===== config.mk =====
export PLATFORM = sky130hd
export DESIGN_NAME = mem_arbiter
export DESIGN_NICKNAME = d
export VERILOG_FILES = /design/src/rtl/core_pkg.sv /design/src/rtl/arb_id_fifo.sv /design/src/rtl/mem_arbiter.sv
export SDC_FILE = /design/constraint.sdc
export NUM_CORES = 1
export LEC_CHECK = 0
export ABC_AREA = 0
export CORE_AREA = 3 3 122 124
export CTS_CLUSTER_SIZE = 25
export DETAILED_ROUTE_END_ITERATION = 7
export DIE_AREA = 0 0 125 127
export PLACE_DENSITY_LB_ADDON = 0.2
export SKIP_CTS_REPAIR_TIMING = 1
export SLEW_MARGIN = 10
export SYNTH_ARGS = -nofsm -noshare
export SYNTH_HDL_FRONTEND = slang
export SYNTH_HIERARCHICAL = 1
export SYNTH_SLANG_ARGS = --single-unit

===== constraint.sdc =====
create_clock -name clk_i -period 2.45 [get_ports clk_i]
set_input_delay 0.49 -clock clk_i [delete_from_list [all_inputs] [get_ports clk_i]]
set_output_delay 0.49 -clock clk_i [all_outputs]
set_load 0.02 [all_outputs]

===== src/rtl/core_pkg.sv =====
// Shared core types and widths for the memory-side blocks.
package core_pkg;

    localparam int Xlen     = 32;
    localparam int MaskBits = Xlen / 8;

    // Identifies which requester owns an outstanding memory transaction.
    typedef enum logic {
        ReqInst = 1'b0,
        ReqData = 1'b1
    } req_id_e;

endpackage


===== src/rtl/arb_id_fifo.sv =====
// Circular FIFO holding the requester ID of every outstanding memory request.
// Depth must be a power of two so the pointers wrap naturally.
module arb_id_fifo #(
    parameter int Depth = 4,
    parameter int Width = 1
) (
    input  logic             clk_i,
    input  logic             rst_ni,
    input  logic             push_i,
    input  logic [Width-1:0] data_i,
    input  logic             pop_i,
    output logic             full_o,
    output logic             empty_o,
    output logic [Width-1:0] head_o
);

    localparam int PtrW = $clog2(Depth);
    localparam int CntW = PtrW + 1;

    logic [Width-1:0] mem_q [Depth];
    logic [PtrW-1:0]  wr_ptr_q;
    logic [PtrW-1:0]  rd_ptr_q;
    logic [CntW-1:0]  count_q;
    logic             do_push;
    logic             do_pop;

    assign full_o  = (count_q == CntW'(Depth));
    assign empty_o = (count_q == '0);
    assign do_push = push_i && !full_o;
    assign do_pop  = pop_i && !empty_o;
    assign head_o  = mem_q[rd_ptr_q];

    // NOTE: the storage array is deliberately left without reset; validity is
    // tracked by count_q alone, and a reset-free array maps onto plain RAM/flops.
    always_ff @(posedge clk_i) begin
        if (do_push) begin
            mem_q[wr_ptr_q] <= data_i;
        end
    end

    always_ff @(posedge clk_i or negedge rst_ni) begin
        if (!rst_ni) begin
            wr_ptr_q <= '0;
            rd_ptr_q <= '0;
            count_q  <= '0;
        end else begin
            if (do_push) wr_ptr_q <= wr_ptr_q + PtrW'(1);
            if (do_pop)  rd_ptr_q <= rd_ptr_q + PtrW'(1);
            case ({do_push, do_pop})
                2'b10:   count_q <= count_q + CntW'(1);
                2'b01:   count_q <= count_q - CntW'(1);
                default: count_q <= count_q;
            endcase
        end
    end

endmodule


===== src/rtl/mem_arbiter.sv =====
// Two-requester (instruction/data) arbiter onto one in-order memory port.
// Define MEM_ARBITER_RR_EN for round-robin; otherwise data has fixed priority.
module mem_arbiter
    import core_pkg::*;
#(
    parameter int Depth = 4
) (
    input  logic                clk_i,
    input  logic                rst_ni,

    input  logic                inst_valid_i,
    output logic                inst_ready_o,
    input  logic [Xlen-1:0]     inst_addr_i,
    input  logic [Xlen-1:0]     inst_wdata_i,
    input  logic [MaskBits-1:0] inst_wmask_i,
    output logic [Xlen-1:0]     inst_rdata_o,
    output logic                inst_rvalid_o,

    input  logic                data_valid_i,
    output logic                data_ready_o,
    input  logic [Xlen-1:0]     data_addr_i,
    input  logic [Xlen-1:0]     data_wdata_i,
    input  logic [MaskBits-1:0] data_wmask_i,
    output logic [Xlen-1:0]     data_rdata_o,
    output logic                data_rvalid_o,

    output logic                mem_valid_o,
    input  logic                mem_ready_i,
    output logic [Xlen-1:0]     mem_addr_o,
    output logic [Xlen-1:0]     mem_wdata_o,
    output logic [MaskBits-1:0] mem_wmask_o,
    input  logic [Xlen-1:0]     mem_rdata_i,
    input  logic                mem_rvalid_i,

    output logic                err_o
);

    localparam int IdW = $bits(req_id_e);

    logic           full;
    logic           empty;
    logic           push;
    logic           pop;
    logic           prefer_data;
    logic           grant_inst;
    logic           grant_data;
    logic [IdW-1:0] push_id;
    logic [IdW-1:0] head;
    req_id_e        head_id;
    logic           err_q;

`ifdef MEM_ARBITER_RR_EN
    // Points at the requester that wins the next contended cycle.
    req_id_e prio_q;

    always_ff @(posedge clk_i or negedge rst_ni) begin
        if (!rst_ni) begin
            prio_q <= ReqData;
        end else if (push) begin
            prio_q <= grant_data ? ReqInst : ReqData;
        end
    end

    assign prefer_data = (prio_q == ReqData);
`else
    assign prefer_data = 1'b1;
`endif

    // Grants depend only on registered occupancy, never on the response path.
    assign grant_data = !full && data_valid_i && (!inst_valid_i || prefer_data);
    assign grant_inst = !full && inst_valid_i && (!data_valid_i || !prefer_data);

    assign mem_valid_o  = grant_inst || grant_data;
    assign inst_ready_o = grant_inst && mem_ready_i;
    assign data_ready_o = grant_data && mem_ready_i;
    assign push         = mem_valid_o && mem_ready_i;
    assign push_id      = grant_data ? IdW'(ReqData) : IdW'(ReqInst);

    // NOTE: every output of this block gets a default first so no latch is inferred.
    always_comb begin
        mem_addr_o  = '0;
        mem_wdata_o = '0;
        mem_wmask_o = '0;
        if (grant_data) begin
            mem_addr_o  = data_addr_i;
            mem_wdata_o = data_wdata_i;
            mem_wmask_o = data_wmask_i;
        end else if (grant_inst) begin
            mem_addr_o  = inst_addr_i;
            mem_wdata_o = inst_wdata_i;
            mem_wmask_o = inst_wmask_i;
        end
    end

    arb_id_fifo #(
        .Depth (Depth),
        .Width (IdW)
    ) u_id_fifo (
        .clk_i   (clk_i),
        .rst_ni  (rst_ni),
        .push_i  (push),
        .data_i  (push_id),
        .pop_i   (pop),
        .full_o  (full),
        .empty_o (empty),
        .head_o  (head)
    );

    assign head_id       = req_id_e'(head);
    assign pop           = mem_rvalid_i && !empty;
    assign inst_rvalid_o = pop && (head_id == ReqInst);
    assign data_rvalid_o = pop && (head_id == ReqData);
    assign inst_rdata_o  = mem_rdata_i;
    assign data_rdata_o  = mem_rdata_i;

    // A response with nothing outstanding is dropped and flagged until reset.
    // NOTE: sequential state uses non-blocking assignments so all flops update together.
    always_ff @(posedge clk_i or negedge rst_ni) begin
        if (!rst_ni) begin
            err_q <= 1'b0;
        end else if (mem_rvalid_i && empty) begin
            err_q <= 1'b1;
        end
    end

    assign err_o = err_q;

endmodule


==> metrics.yaml <==
grt:
  grt_max_degree: 38
  grt.total_usage_pct: 10.3
  grt_pass1_wl_um: 13300
  grt-ovfl-total: 0
  grt_pass1_vias: 2280
  antenna_found_initial: 0
logic_synthesis:
  synth_top_family_by_area: "compound AO/OA/AOI/OAI gates"
  synthSimpleGateAreaFrac_pct: 7.19
  synth-compound-area-share_pct: 35.8
  syn-instance-count: 210
  synth_cell_types: 30
  synth_mux_area_share_pct: 1.91
  ys_seq_area_share_pct: 16.3
  synth_fp_nets: 390
  syn_area_um2: 1970
  synth_xor_area_share_pct: 2.67
  synth-seq-cells: 12
  synth_fa_ha_area_share_pct: 4.20
  yosys_warnings: 6
  postSynthAreaPerCell_um2: 9.37
finish:
  antenna_cells: 0
  nets: 538
  fill_cells: 1467
  final_cell_area_um2: 4190
  syn_to_final_growth_pct: 113
  drive_gt1_share_pct: 8.68
worst_hold_path:
  min_from: "err_o"
  min_delay_path_depth: 1
  hold_class: "reg -> reg"
clock_tree:
  h-tree-depth: 1
  clk_latency_ns: 0.24
  clk_path_buf_depth: 2
  clock_sinks: 12
  path_clk_slew_ns: 0.05
  cts_root_buffer: "clkbuf_16"
  cts_buffers: 3
  cts_tree: "yes"
sta:
  fin_worst_skew_ns: 0.00263
  timing.hold.ws_ns: 0.463
  maxSlewViolCount: 0
  worst_slew_pin_slew_ns: 0.406
  rsz0062_at_grt: "no"
  max_clock_freq_mhz: 423
  period_minus_slack_ns: 2.37
  fin_crit_sh_pct: 96.6
  slew_headroom_pct: 72.8
  finalHoldViolations: 0
  setup_viol: 0
floorplan:
  fp.dieW_um: 125
  start_util_pct: 14.2
  die_area_um2: 15900
  pin_count: 312
  fp-row-count: 43
  core_um2: 13900
  die_y_um: 127
placement:
  place_area_um2: 3920
  routabilityCongestion: 0.771
  portBuffers: 215
  dpl.hpwl_um: 7220
critical_path:
  start_kind: "input pin"
  rr_worst_depth: 11
  crit_path_end_kind: "primary output"
  cp.arrival_ns: 1.88
  r2r-start: "u_id_fifo/count_q[0]"
  worstSetupPathType: "in -> out"
  reg2reg_slack_ns: 0.37
  cp_max_fo: 3
  cp_data_required_time_ns: 1.96
  startpoint: "mem_rvalid_i"
drt:
  drc: 0
  wl_per_cell_um: 17.5
  via_per_inst: 4.23
  antenna_left: 0
  vias: 2273
  wl_um: 9400
  drt_iter0_drc: 123
  first_pass_iters: 5
power_and_ir_drop:
  leakage_nw: 2.34
  power_density_nw_per_um2: 648
  irDropWorstVdd_uv: 277
flow_run:
  cap_violations: 0
outcome:
  outcome: "finished, final reports clean"
-- critical path: stages --
cell,delay [ns]
clkdlybuf4s50_1,0.47
nor2b_2,0.18
and2_1,0.14
clkdlybuf4s50_1,0.59
-- layout by cell type, fill, tap and decap left out, types with 2 or more instances in the layout --
cell,synthesis,routed
clkdlybuf4s50_1,0,143
dlymetal6s2s_1,0,70
a32o_1,68,68
buf_4,64,10
dfrtp_1,8,8
buf_12,0,6
inv_1,6,6
ha_1,5,5
edfxtp_1,4,4
nor2_1,3,3
and2_1,3,3
clkbuf_16,0,3
xor2_1,3,3
xnor2_1,3,3
nor2b_4,1,2
and2_2,2,2
nand2_1,2,2
-- synthesized netlist by cell type --
library cell  number  share of area, %
a32o_1            68                35
buf_4             64                24
clkbuf_1          10               1.9
buf_2              8               2.0
dfrtp_1            8                10
inv_1              6               1.1
ha_1               5               3.2
buf_6              4               2.3
edfxtp_1           4               6.1
and2_1             3              0.95
nor2_1             3              0.57
nor2b_1            3              0.95
xnor2_1            3               1.3
xor2_1             3               1.3
and2_2             2              0.76
nand2_1            2              0.38
a21o_1             1              0.38
and3b_1            1              0.45
buf_1              1              0.19
fa_1               1               1.0
mux2_4             1              0.76
mux4_2             1               1.1
nor2_2             1              0.32
nor2b_4            1              0.70
nor3_1             1              0.25
nor3b_1            1              0.38
nor3b_4            1              0.95
nor4bb_1           1              0.51
o21ai_0            1              0.25
o31a_2             1              0.51
-- where the power goes --
part	leakage, nW	switching, W	internal, W	total (W)
clock network	0.0385	0.0000850	0.000215	0.000300
registers	0.128	0.0000600	0.000294	0.000354
logic	2.18	0.000985	0.00108	0.00206
-- final timing paths --
path                                         end
max in group asynchronous  u_id_fifo/wr_ptr_q[0]
min reg2reg                                err_o
max reg2reg                 u_id_fifo/count_q[2]
min                                        err_o
max                                data_rvalid_o
min in group asynchronous                  err_o
-- per-layer routing --
metal	routed length (um)	up-vias	GRT usage, %	share of wire (%)
li1	-	1057	-	-
met1	3530	1061	12.3	38
met2	4920	123	18.4	52
met3	690	32	2.55	7.3
met4	247	0	2.74	2.6
met5	0	-	0	0
-- kinds of logic after synthesis --
group	after synthesis
flops	12
simple gates	20
compound gates	71
buf+inv	93
xor+xnor	6
fa+ha+maj	6
mux	2
-- state kept, by name, summed over array words and instances (netlist names) --
register            flops
u_id_fifo/rd_ptr_q      2
u_id_fifo/wr_ptr_q      2
u_id_fifo/count_q       3
err_o                   1
u_id_fifo/mem_q         4
-- area by class of cell --
| type | instances | area [um2] | area share (%) |
|---|---|---|---|
| repair buffers | 230 | 2510 | 59.8 |
| inverters | 6 | 22.5 | 0.537 |
| well taps | 180 | 225 | 5.37 |
| flip-flops and latches | 12 | 320 | 7.64 |
| clock inverters | 1 | 3.75 | 0.0896 |
| multi-input cells | 105 | 1040 | 24.7 |
| clock buffers | 3 | 75.1 | 1.79 |
-- per-stage QoR --
stage | power (W) | setup slack, ns | setup TNS, ns | utilization [%] | cells
finish | 0.00272 | 0.0836 | 0 | 30.2 | 537
global route | 0.00291 | 0.00641 | 0 | 30.2 | 537
CTS | 0.00279 | -0.442 | -26.04 | 28.8 | 536
detailed placement | 0.00248 | -0.430 | -25.61 | 28.3 | 532
global placement | 0.00246 | -0.419 | -23.85 | 28.3 | 532
floorplan | 0.00160 | 0.198 | 0 | - | 210
(Power assumes the default switching activity.)
